## config.mk

```make
export PLATFORM = sky130hd
export DESIGN_NAME = trigger_sequencer
export DESIGN_NICKNAME = d
export VERILOG_FILES = /design/src/rtl/trig_seq_pkg.sv /design/src/rtl/trig_fifo.sv /design/src/rtl/trigger_sequencer.sv
export SDC_FILE = /design/constraint.sdc
export NUM_CORES = 1
export LEC_CHECK = 0
export ABC_AREA = 1
export ABC_CLOCK_PERIOD_IN_PS = 7130
export CORE_MARGIN = 1
export CORE_UTILIZATION = 45
export DETAILED_ROUTE_END_ITERATION = 6
export GPL_TIMING_DRIVEN = 0
export HOLD_SLACK_MARGIN = 0.05
export SYNTH_ARGS = -nofsm -noshare
export SYNTH_HDL_FRONTEND = slang
export SYNTH_HIERARCHICAL = 1
export SYNTH_SLANG_ARGS = --single-unit
```

## constraint.sdc

```tcl
create_clock -name clk -period 7.13 [get_ports clk]
set_input_delay 1.426 -clock clk [delete_from_list [all_inputs] [get_ports clk]]
set_output_delay 1.426 -clock clk [all_outputs]
set_load 0.1 [all_outputs]
```

## src/rtl/trig_seq_pkg.sv

```systemverilog
// Shared types and defaults for the trigger sequencer.
// No logic here; state encoding and parameter defaults only.
package trig_seq_pkg;

  localparam int DATA_W        = 8;
  localparam int DEF_DEPTH     = 8;
  localparam int DEF_TIMEOUT   = 4;
  localparam int DEF_MAX_RETRY = 3;

  typedef enum logic [2:0] {
    S_IDLE,
    S_LOAD,
    S_ARM,
    S_GAP,
    S_ERR
  } trig_seq_state_t;

endpackage

```

## src/rtl/trig_fifo.sv

```systemverilog
// Byte FIFO holding host writes; full/empty are decoded from a registered count, so they move the cycle after a push/pop.
// A push while full is dropped unless a pop frees a slot in the same cycle; flush empties it but keeps a same-cycle push.
module trig_fifo #(
  parameter int DEPTH = 8,
  parameter int W     = 8
) (
  input  logic         clk,
  input  logic         rst_n,
  input  logic         flush,
  input  logic         push,
  input  logic [W-1:0] din,
  input  logic         pop,
  output logic [W-1:0] head,
  output logic         full,
  output logic         empty
);

  localparam int AW = $clog2(DEPTH);
  localparam int CW = AW + 1;

  logic [W-1:0]  mem [DEPTH];
  logic [AW-1:0] wr_ptr;
  logic [AW-1:0] rd_ptr;
  logic [AW-1:0] waddr;
  logic [CW-1:0] count;
  logic          do_push;
  logic          do_pop;

  assign full    = (count == CW'(DEPTH));
  assign empty   = (count == '0);
  assign head    = mem[rd_ptr];
  assign do_pop  = pop && !empty && !flush;
  assign do_push = push && (flush || !full || do_pop);
  assign waddr   = flush ? '0 : wr_ptr;

  always_ff @(posedge clk) begin
    if (do_push) mem[waddr] <= din;
  end

  always_ff @(posedge clk or negedge rst_n) begin
    if (!rst_n) begin
      wr_ptr <= '0;
      rd_ptr <= '0;
      count  <= '0;
    end else if (flush) begin
      // A byte written in the flush cycle survives as the sole entry.
      rd_ptr <= '0;
      wr_ptr <= do_push ? AW'(1) : '0;
      count  <= do_push ? CW'(1) : '0;
    end else begin
      if (do_push) wr_ptr <= wr_ptr + AW'(1);
      if (do_pop)  rd_ptr <= rd_ptr + AW'(1);
      if (do_push && !do_pop)      count <= count + CW'(1);
      else if (!do_push && do_pop) count <= count - CW'(1);
    end
  end

endmodule

```

## src/rtl/trigger_sequencer.sv

```systemverilog
// Sends queued bytes to the capture stage with a trigger, checks the confirm, retries, then flags a sticky error.
// Best case 4 cycles per byte (LOAD, ARM x2, GAP); start is ignored while busy, host writes never stall.
module trigger_sequencer
  import trig_seq_pkg::*;
#(
  parameter int DEPTH     = DEF_DEPTH,
  parameter int TIMEOUT   = DEF_TIMEOUT,
  parameter int MAX_RETRY = DEF_MAX_RETRY
) (
  input  logic              clk,
  input  logic              rst_n,
  input  logic              wr_en,
  input  logic [DATA_W-1:0] wr_data,
  output logic              full,
  input  logic              start,
  output logic              trig,
  output logic [DATA_W-1:0] tx_data,
  input  logic              crfm_in,
  output logic              busy,
  output logic              done,
  output logic              err,
  output logic [7:0]        sent_count
);

  localparam int WW = $clog2(TIMEOUT);
  localparam int RW = (MAX_RETRY > 0) ? $clog2(MAX_RETRY + 1) : 1;

  trig_seq_state_t   state;
  logic [DATA_W-1:0] head;
  logic [DATA_W-1:0] hold;
  logic [WW-1:0]     wait_cnt;
  logic [RW-1:0]     retry_cnt;
  logic              retry_pend;
  logic              fifo_empty;
  logic              pop;
  logic              confirm;
  logic              timeout;
  logic              exhausted;
  logic              flush;

  assign pop       = (state == S_LOAD);
  // The first ARM cycle sees a stale capture register, so its confirm is ignored.
  assign confirm   = crfm_in && (wait_cnt != '0);
  assign timeout   = (wait_cnt == WW'(TIMEOUT - 1));
  assign exhausted = (retry_cnt == RW'(MAX_RETRY));
  assign flush     = (state == S_ARM) && !confirm && timeout && exhausted;

  trig_fifo #(
    .DEPTH (DEPTH),
    .W     (DATA_W)
  ) u_fifo (
    .clk   (clk),
    .rst_n (rst_n),
    .flush (flush),
    .push  (wr_en),
    .din   (wr_data),
    .pop   (pop),
    .head  (head),
    .full  (full),
    .empty (fifo_empty)
  );

  always_ff @(posedge clk or negedge rst_n) begin
    if (!rst_n) begin
      state      <= S_IDLE;
      hold       <= '0;
      wait_cnt   <= '0;
      retry_cnt  <= '0;
      retry_pend <= 1'b0;
      trig       <= 1'b0;
      tx_data    <= '0;
      busy       <= 1'b0;
      done       <= 1'b0;
      err        <= 1'b0;
      sent_count <= '0;
    end else begin
      done <= 1'b0;
      case (state)
        S_IDLE: begin
          if (start) begin
            if (!fifo_empty) begin
              state <= S_LOAD;
              busy  <= 1'b1;
            end else begin
              done <= 1'b1;
            end
          end
        end
        S_LOAD: begin
          hold       <= head;
          retry_cnt  <= '0;
          wait_cnt   <= '0;
          retry_pend <= 1'b0;
          state      <= S_ARM;
          trig       <= 1'b1;
          tx_data    <= head;
        end
        S_ARM: begin
          wait_cnt <= wait_cnt + WW'(1);
          if (confirm) begin
            sent_count <= sent_count + 8'd1;
            state      <= S_GAP;
            trig       <= 1'b0;
            tx_data    <= '0;
          end else if (timeout) begin
            trig    <= 1'b0;
            tx_data <= '0;
            if (exhausted) begin
              state <= S_ERR;
              err   <= 1'b1;
              busy  <= 1'b0;
            end else begin
              retry_cnt  <= retry_cnt + RW'(1);
              retry_pend <= 1'b1;
              state      <= S_GAP;
            end
          end
        end
        S_GAP: begin
          if (retry_pend) begin
            retry_pend <= 1'b0;
            wait_cnt   <= '0;
            state      <= S_ARM;
            trig       <= 1'b1;
            tx_data    <= hold;
          end else if (!fifo_empty) begin
            state <= S_LOAD;
          end else begin
            state <= S_IDLE;
            busy  <= 1'b0;
            done  <= 1'b1;
          end
        end
        S_ERR: begin
          if (start) begin
            state <= S_IDLE;
            err   <= 1'b0;
          end
        end
        default: state <= S_IDLE;
      endcase
    end
  end

endmodule

```

---- Word level (Yosys, flattened, before mapping) ----
Memory sizes are Yosys's and may differ from the RTL's.
Index checks and enable logic that the tools add are counted.
storage, ports and cells
  bits in registers ....................... 46
  RAM bits ................................ 64
  input port bits ......................... 13
  output and inout bits ................... 21
  word-level logic and storage cells ...... 133
  memories kept ........................... 1
cells by class
  add/sub/neg operators ................... 7
  equality and inequality tests ........... 18
  mux-type cells .......................... 56
  reduce and logical (&&, ||, !) cells .... 37
memories
  memory      depth  width  rd ports  clocked after memory_dff  wr ports  RTL line         source
  u_fifo.mem  8      8      1         0                         1         trig_fifo.sv:21  logic [W-1:0] mem [DEPTH];
operators by type and width
  kind                 number
  $mux 3               11
  $mux 1               25
  $mux 8               3
  $pmux 8 s3           1
  $ne 2x2->1 const B   10
  $pmux 3 s5           1
  $mux 4               3
  $reduce_and 4->1     3
  $reduce_bool 2->1    6
  $mux 2               5
  $logic_and 1x1->1    9
  $reduce_bool 3->1    3
  $add 8x1->8 const B  1
  $reduce_and 8->1     1
  $add 3x1->3 const B  2
  $eq 3x2->1 const B   2
  $logic_not 1->1      6
  $pmux 1 s2           3
  $pmux 1 s3           2
  $pmux 2 s3           1
  $reduce_and 5->1     1
  $add 2x1->2 const B  2
  $add 4x1->4 const B  1
  $eq 2x2->1 const B   2
  12 further kinds     14

---- Depth between registers and ports, before layout ----
  word-level depth ........................ 15
  depth in mapped cells ................... 21

---- By module ----
The synthesis kept the hierarchy.
modules (own cells, without submodules)
  module             times used  cells each  area each (um^2)
  trig_fifo          1           287         3,246.9
  trigger_sequencer  1           224         1,838.0

---- Worst setup path after synthesis ----
OpenSTA, ideal clock, no wires.
  path type ............................... input-to-reg
  start point ............................. input port crfm_in
  end point ............................... memory u_fifo.mem[1][0] (enable)
  data arrival time ....................... 2.962 ns
  data required time ...................... 6.747 ns
  path slack .............................. 3.785 ns
  cell stages on the path ................. 10
  buffers on the path ..................... 2
  path through ............................ inv_1 nor2_1 o21ai_2 nand3_1 inv_1 buf_4 inv_2 buf_4 nand2_1 nor3_1
on the way
  longest elaborated chain between the ends .. 11
ends and longest elaborated chain
  element                             RTL line                 source
  start, declared                     trigger_sequencer.sv:18  input logic crfm_in,
  $logic_and 1x1->1 (*)               trigger_sequencer.sv:43  assign confirm = crfm_in && (wait_cnt != '0);
  $logic_not 1->1 (*)                 trigger_sequencer.sv:46  assign flush = (state == S_ARM) && !confirm && timeout && exhausted;
  $logic_and 1x1->1 (*) (3 in a row)  trigger_sequencer.sv:46
  named net flush                     trigger_sequencer.sv:39  logic flush;
  $logic_not 1->1                     trig_fifo.sv:32          assign do_pop = pop && !empty && !flush;
  $logic_and 1x1->1                   trig_fifo.sv:32
  $logic_or 1x1->1                    trig_fifo.sv:33          assign do_push = push && (flush || !full || do_pop);
  $logic_and 1x1->1                   trig_fifo.sv:33
  $mux 1                              trig_fifo.sv:37          if (do_push) mem[waddr] <= din;
  $mux 1 (implied by the code)        trig_fifo.sv:37
  end, declared                       trig_fifo.sv:21
The timed path passes the listed nets; every way through them passes the cells marked *.

---- Final worst setup path ----
Same ends and word-level chain as after synthesis.

==> results.md <==
* Outcome: completed
* Max-slew headroom at 10.1%
* Global-route wire length before repair at 16.5 mm
* CP endpoint kind: flip-flop
* Starting Density at 46.5%
* First drt pass iteration count at 4
* Switching fraction of total power at 45.2%
* Place WS at 2.56 ns
* Syn Area/Cell at 9.95 µm²
* WL final at 10.2 mm
* Flop pwr share at 34.4%
* Fmax at 0.241 GHz
* Period utilization at 58.2%
* Yosys warns at 6
* Antenna viol nets, final at 0
* GPL Wtd Cong at 0.872
* Seq/Total Area, Yosys at 60.4%
* I/O Pins at 34
* Post-layout minimum cycle time at 4.15 ns
* FF-to-FF setup slack at 3.72 ns
* Leak at 2.48 nW
* Pwr Density at 460 mW/mm²
* Final Instance Area at 0.00592 mm²
* Drt initial violations at 267
* WS Path Type: in2reg
* Synth-to-layout area growth at 16.4%
* Worst-Skew Late Latency at 0.34 ns
* H-tree depth at 3
* Commonest non-fill, non-tap cell in the layout: nand2_1
* Hold_ws at 0.478 ns
* Syn_nets at 533
* Antenna violations before repair at 0
* Clock Power Share at 18.9%
* Cell area after synthesis at 0.00508 mm²
* Cells after Synth at 511
* TritonCTS Sinks at 110
* Switching power at 1.23 mW
* Gate power share at 46.7%
* Layout Skew at 0.0105 ns
* Post-DR wirelength/cell at 14.5 µm
* Post-synth top area cell: edfxtp_1
* Largest net degree at the start of global routing at 28
* Core ar. at 0.0109 mm²
* Maximum VDD drop at 0.000336 V
* Routed via count at 3,580
* Gr usage total at 18.7%
* Area fraction of the dominant cell type after synthesis at 37.8%
* Ant diodes at 0
* Hold_sp: busy$_DFFE_PN0P_
* RR Endpoint: u_fifo/mem[1][0]$_DFFE_PP_
* Port bufs at 33
* Total CTS buffers at 9
* Clock slew at reported path FFs at 0.07 ns
* Hold Path End: busy$_DFFE_PN0P_
* Unrepaired setup endpoints after global routing: false
* CTS tree: yes
* Worst-margin pin slew at 1.34 ns
* Remaining DRCs at 0
* Maximum clock path buffer count at 2
* CP startpoint kind: input port
* DR vias/cell at 5.11
* Fin. max-slew vios at 0
* Synth unique cells at 36
* Setup Viol. Count Final at 0
* Fillers at 988
* Worst setup path startpoint: crfm_in
* Multi-input logic area at 0.00176 mm²
* Die Area at 0.0117 mm²
* Final setup margin at 2.98 ns
* WP data required at 7.08 ns
* Die W at 108 µm
* Dpl hpwl at 7.14 mm
* # resized after CTS at 0
* Worst Path Arrival at 4.10 ns
* Root buf cell: clkbuf_16
* Vias in the first global route at 3,423
* Worst hold path class: reg2reg
* Final hold vios at 0
* Hold path depth at 2
* Hold-fix buffers, CTS at 0
* Worst r2r src: state[2]$_DFFE_PN0P_
* Max-Cap Viols at 0
* Top fanout value on the critical path at 10
* Reg area at 0.00307 mm²
* Layout cell share with drive strength beyond 1 at 11.4%
* Pint at 1.49 mW
* Worst R2R Path Depth at 12
* Seq cells post-synth at 110
* Die Ht at 108 µm
* Most frequent cells in the layout: 117 x nand2_1, 66 x o21ai_0, 64 x edfxtp_1
* # Post-CTS Setup Buffers at 0
* Grt ovf at 0
* Ranking of synthesized cells by area: edfxtp_1 38%, dfrtp_1 23%, nand2_1 8.6%
* Row count at 38
* Placed Area at 0.00561 mm²
* TNS Setup at 0 ns
* Nets at 578
## critical path, stage by stage
cell             delay (ns)
clkdlybuf4s50_1        0.47
inv_1                  0.04
nor2_1                 0.18
o21ai_2                0.13
nand3_1                0.14
inv_1                  0.05
buf_4                  0.17
inv_2                  0.10
buf_4                  0.18
nand2_1                0.12
nor3_1                 1.08
## cell usage after synthesis
| cell type | number |
|---|---|
| nand3_1 | 21 |
| edfxtp_1 | 64 |
| xor2_1 | 2 |
| clkinv_1 | 1 |
| inv_2 | 9 |
| nand2_4 | 3 |
| nor2_1 | 58 |
| a31oi_1 | 8 |
| nand2_1 | 117 |
| buf_6 | 2 |
| a22o_2 | 1 |
| nand3b_1 | 1 |
| o21ai_1 | 7 |
| clkbuf_1 | 1 |
| fa_1 | 1 |
| a21oi_2 | 1 |
| nor2_4 | 6 |
| o22ai_1 | 1 |
| ha_1 | 8 |
| dfrtp_1 | 46 |
| a21oi_4 | 1 |
| nand2_2 | 3 |
| xnor2_1 | 4 |
| and3_1 | 1 |
| a21oi_1 | 14 |
| nand3_4 | 2 |
| buf_4 | 5 |
| o21ai_2 | 1 |
| nor3_4 | 1 |
| nand4_1 | 4 |
| nor3_1 | 6 |
| o21ai_0 | 66 |
| nand3_2 | 3 |
| buf_2 | 6 |
| inv_1 | 34 |
| nor2_2 | 2 |
## power by group through the flow
stage / clock (mW) / combinational [mW] / sequential (mW)
floorplan: 0 / 0.724 / 1.18
CTS: 0.527 / 1.28 / 0.938
global route: 0.554 / 1.42 / 0.958
global placement: 0 / 1.25 / 0.948
finish: 0.515 / 1.27 / 0.937
detailed placement: 0 / 1.28 / 0.951
## flip-flops by register name, indices dropped and copies added (netlist names)
| name | flops |
|---|---|
| tx_data | 8 |
| wait_cnt | 2 |
| hold | 8 |
| retry_pend | 1 |
| done | 1 |
| u_fifo/mem | 64 |
| u_fifo/rd_ptr | 3 |
| trig | 1 |
| u_fifo/wr_ptr | 3 |
| busy | 1 |
| state | 3 |
| err | 1 |
| sent_count | 8 |
| u_fifo/count | 4 |
| retry_cnt | 2 |
## worst max-delay path by stage
stage                                 end  slack, ns
2_1_floorplan  u_fifo/mem[1][0]$_DFFE_PP_       3.78
3_3_place_gp   u_fifo/mem[1][3]$_DFFE_PP_       2.67
3_5_place_dp   u_fifo/mem[5][3]$_DFFE_PP_       2.56
4_1_cts        u_fifo/mem[5][1]$_DFFE_PP_       2.91
5_1_grt        u_fifo/mem[1][0]$_DFFE_PP_       2.79
6_report       u_fifo/mem[1][0]$_DFFE_PP_       2.98
## per-layer routing
metal / global-route usage (%) / vias up / routed length [µm]
met5: 0 / - / 0
met1: 25.5 / 1680 / 4740
li1: - / 1813 / -
met4: 6.27 / 0 / 138
met3: 2.41 / 14 / 430
met2: 30.8 / 73 / 4860
## per-stage QoR
stage	std cells	utilization, %	power [mW]
after floorplan	511	-	1.91
after global placement	684	51.1	2.20
after detailed placement	685	51.3	2.23
after CTS	701	54.1	2.75
after global routing	701	54.1	2.93
final	701	54.1	2.72
## final cells by class
cell class / instances / area share, %
plain buffers: 14 / 1.59
clock buffers: 10 / 3.87
clock inverters: 6 / 1.35
inverters: 44 / 2.79
multi-input cells: 343 / 29.7
flip-flops and latches: 110 / 51.9
well taps: 140 / 2.96
repair buffers: 34 / 5.83
## logic make-up (layout without fill, tap and decap cells)
logic type | Yosys count | after routing | synth area share [%]
and+or+nand+nor | 228 | 228 | 20.5
DFF | 110 | 110 | 60.4
AOI/OAI and AO/OA | 100 | 100 | 10.5
buffers and inverters | 58 | 108 | 5.09
adders and majority gates | 9 | 9 | 2.36
xor gates and xnor gates | 6 | 6 | 1.03
Power figures use the tool's default switching activity.
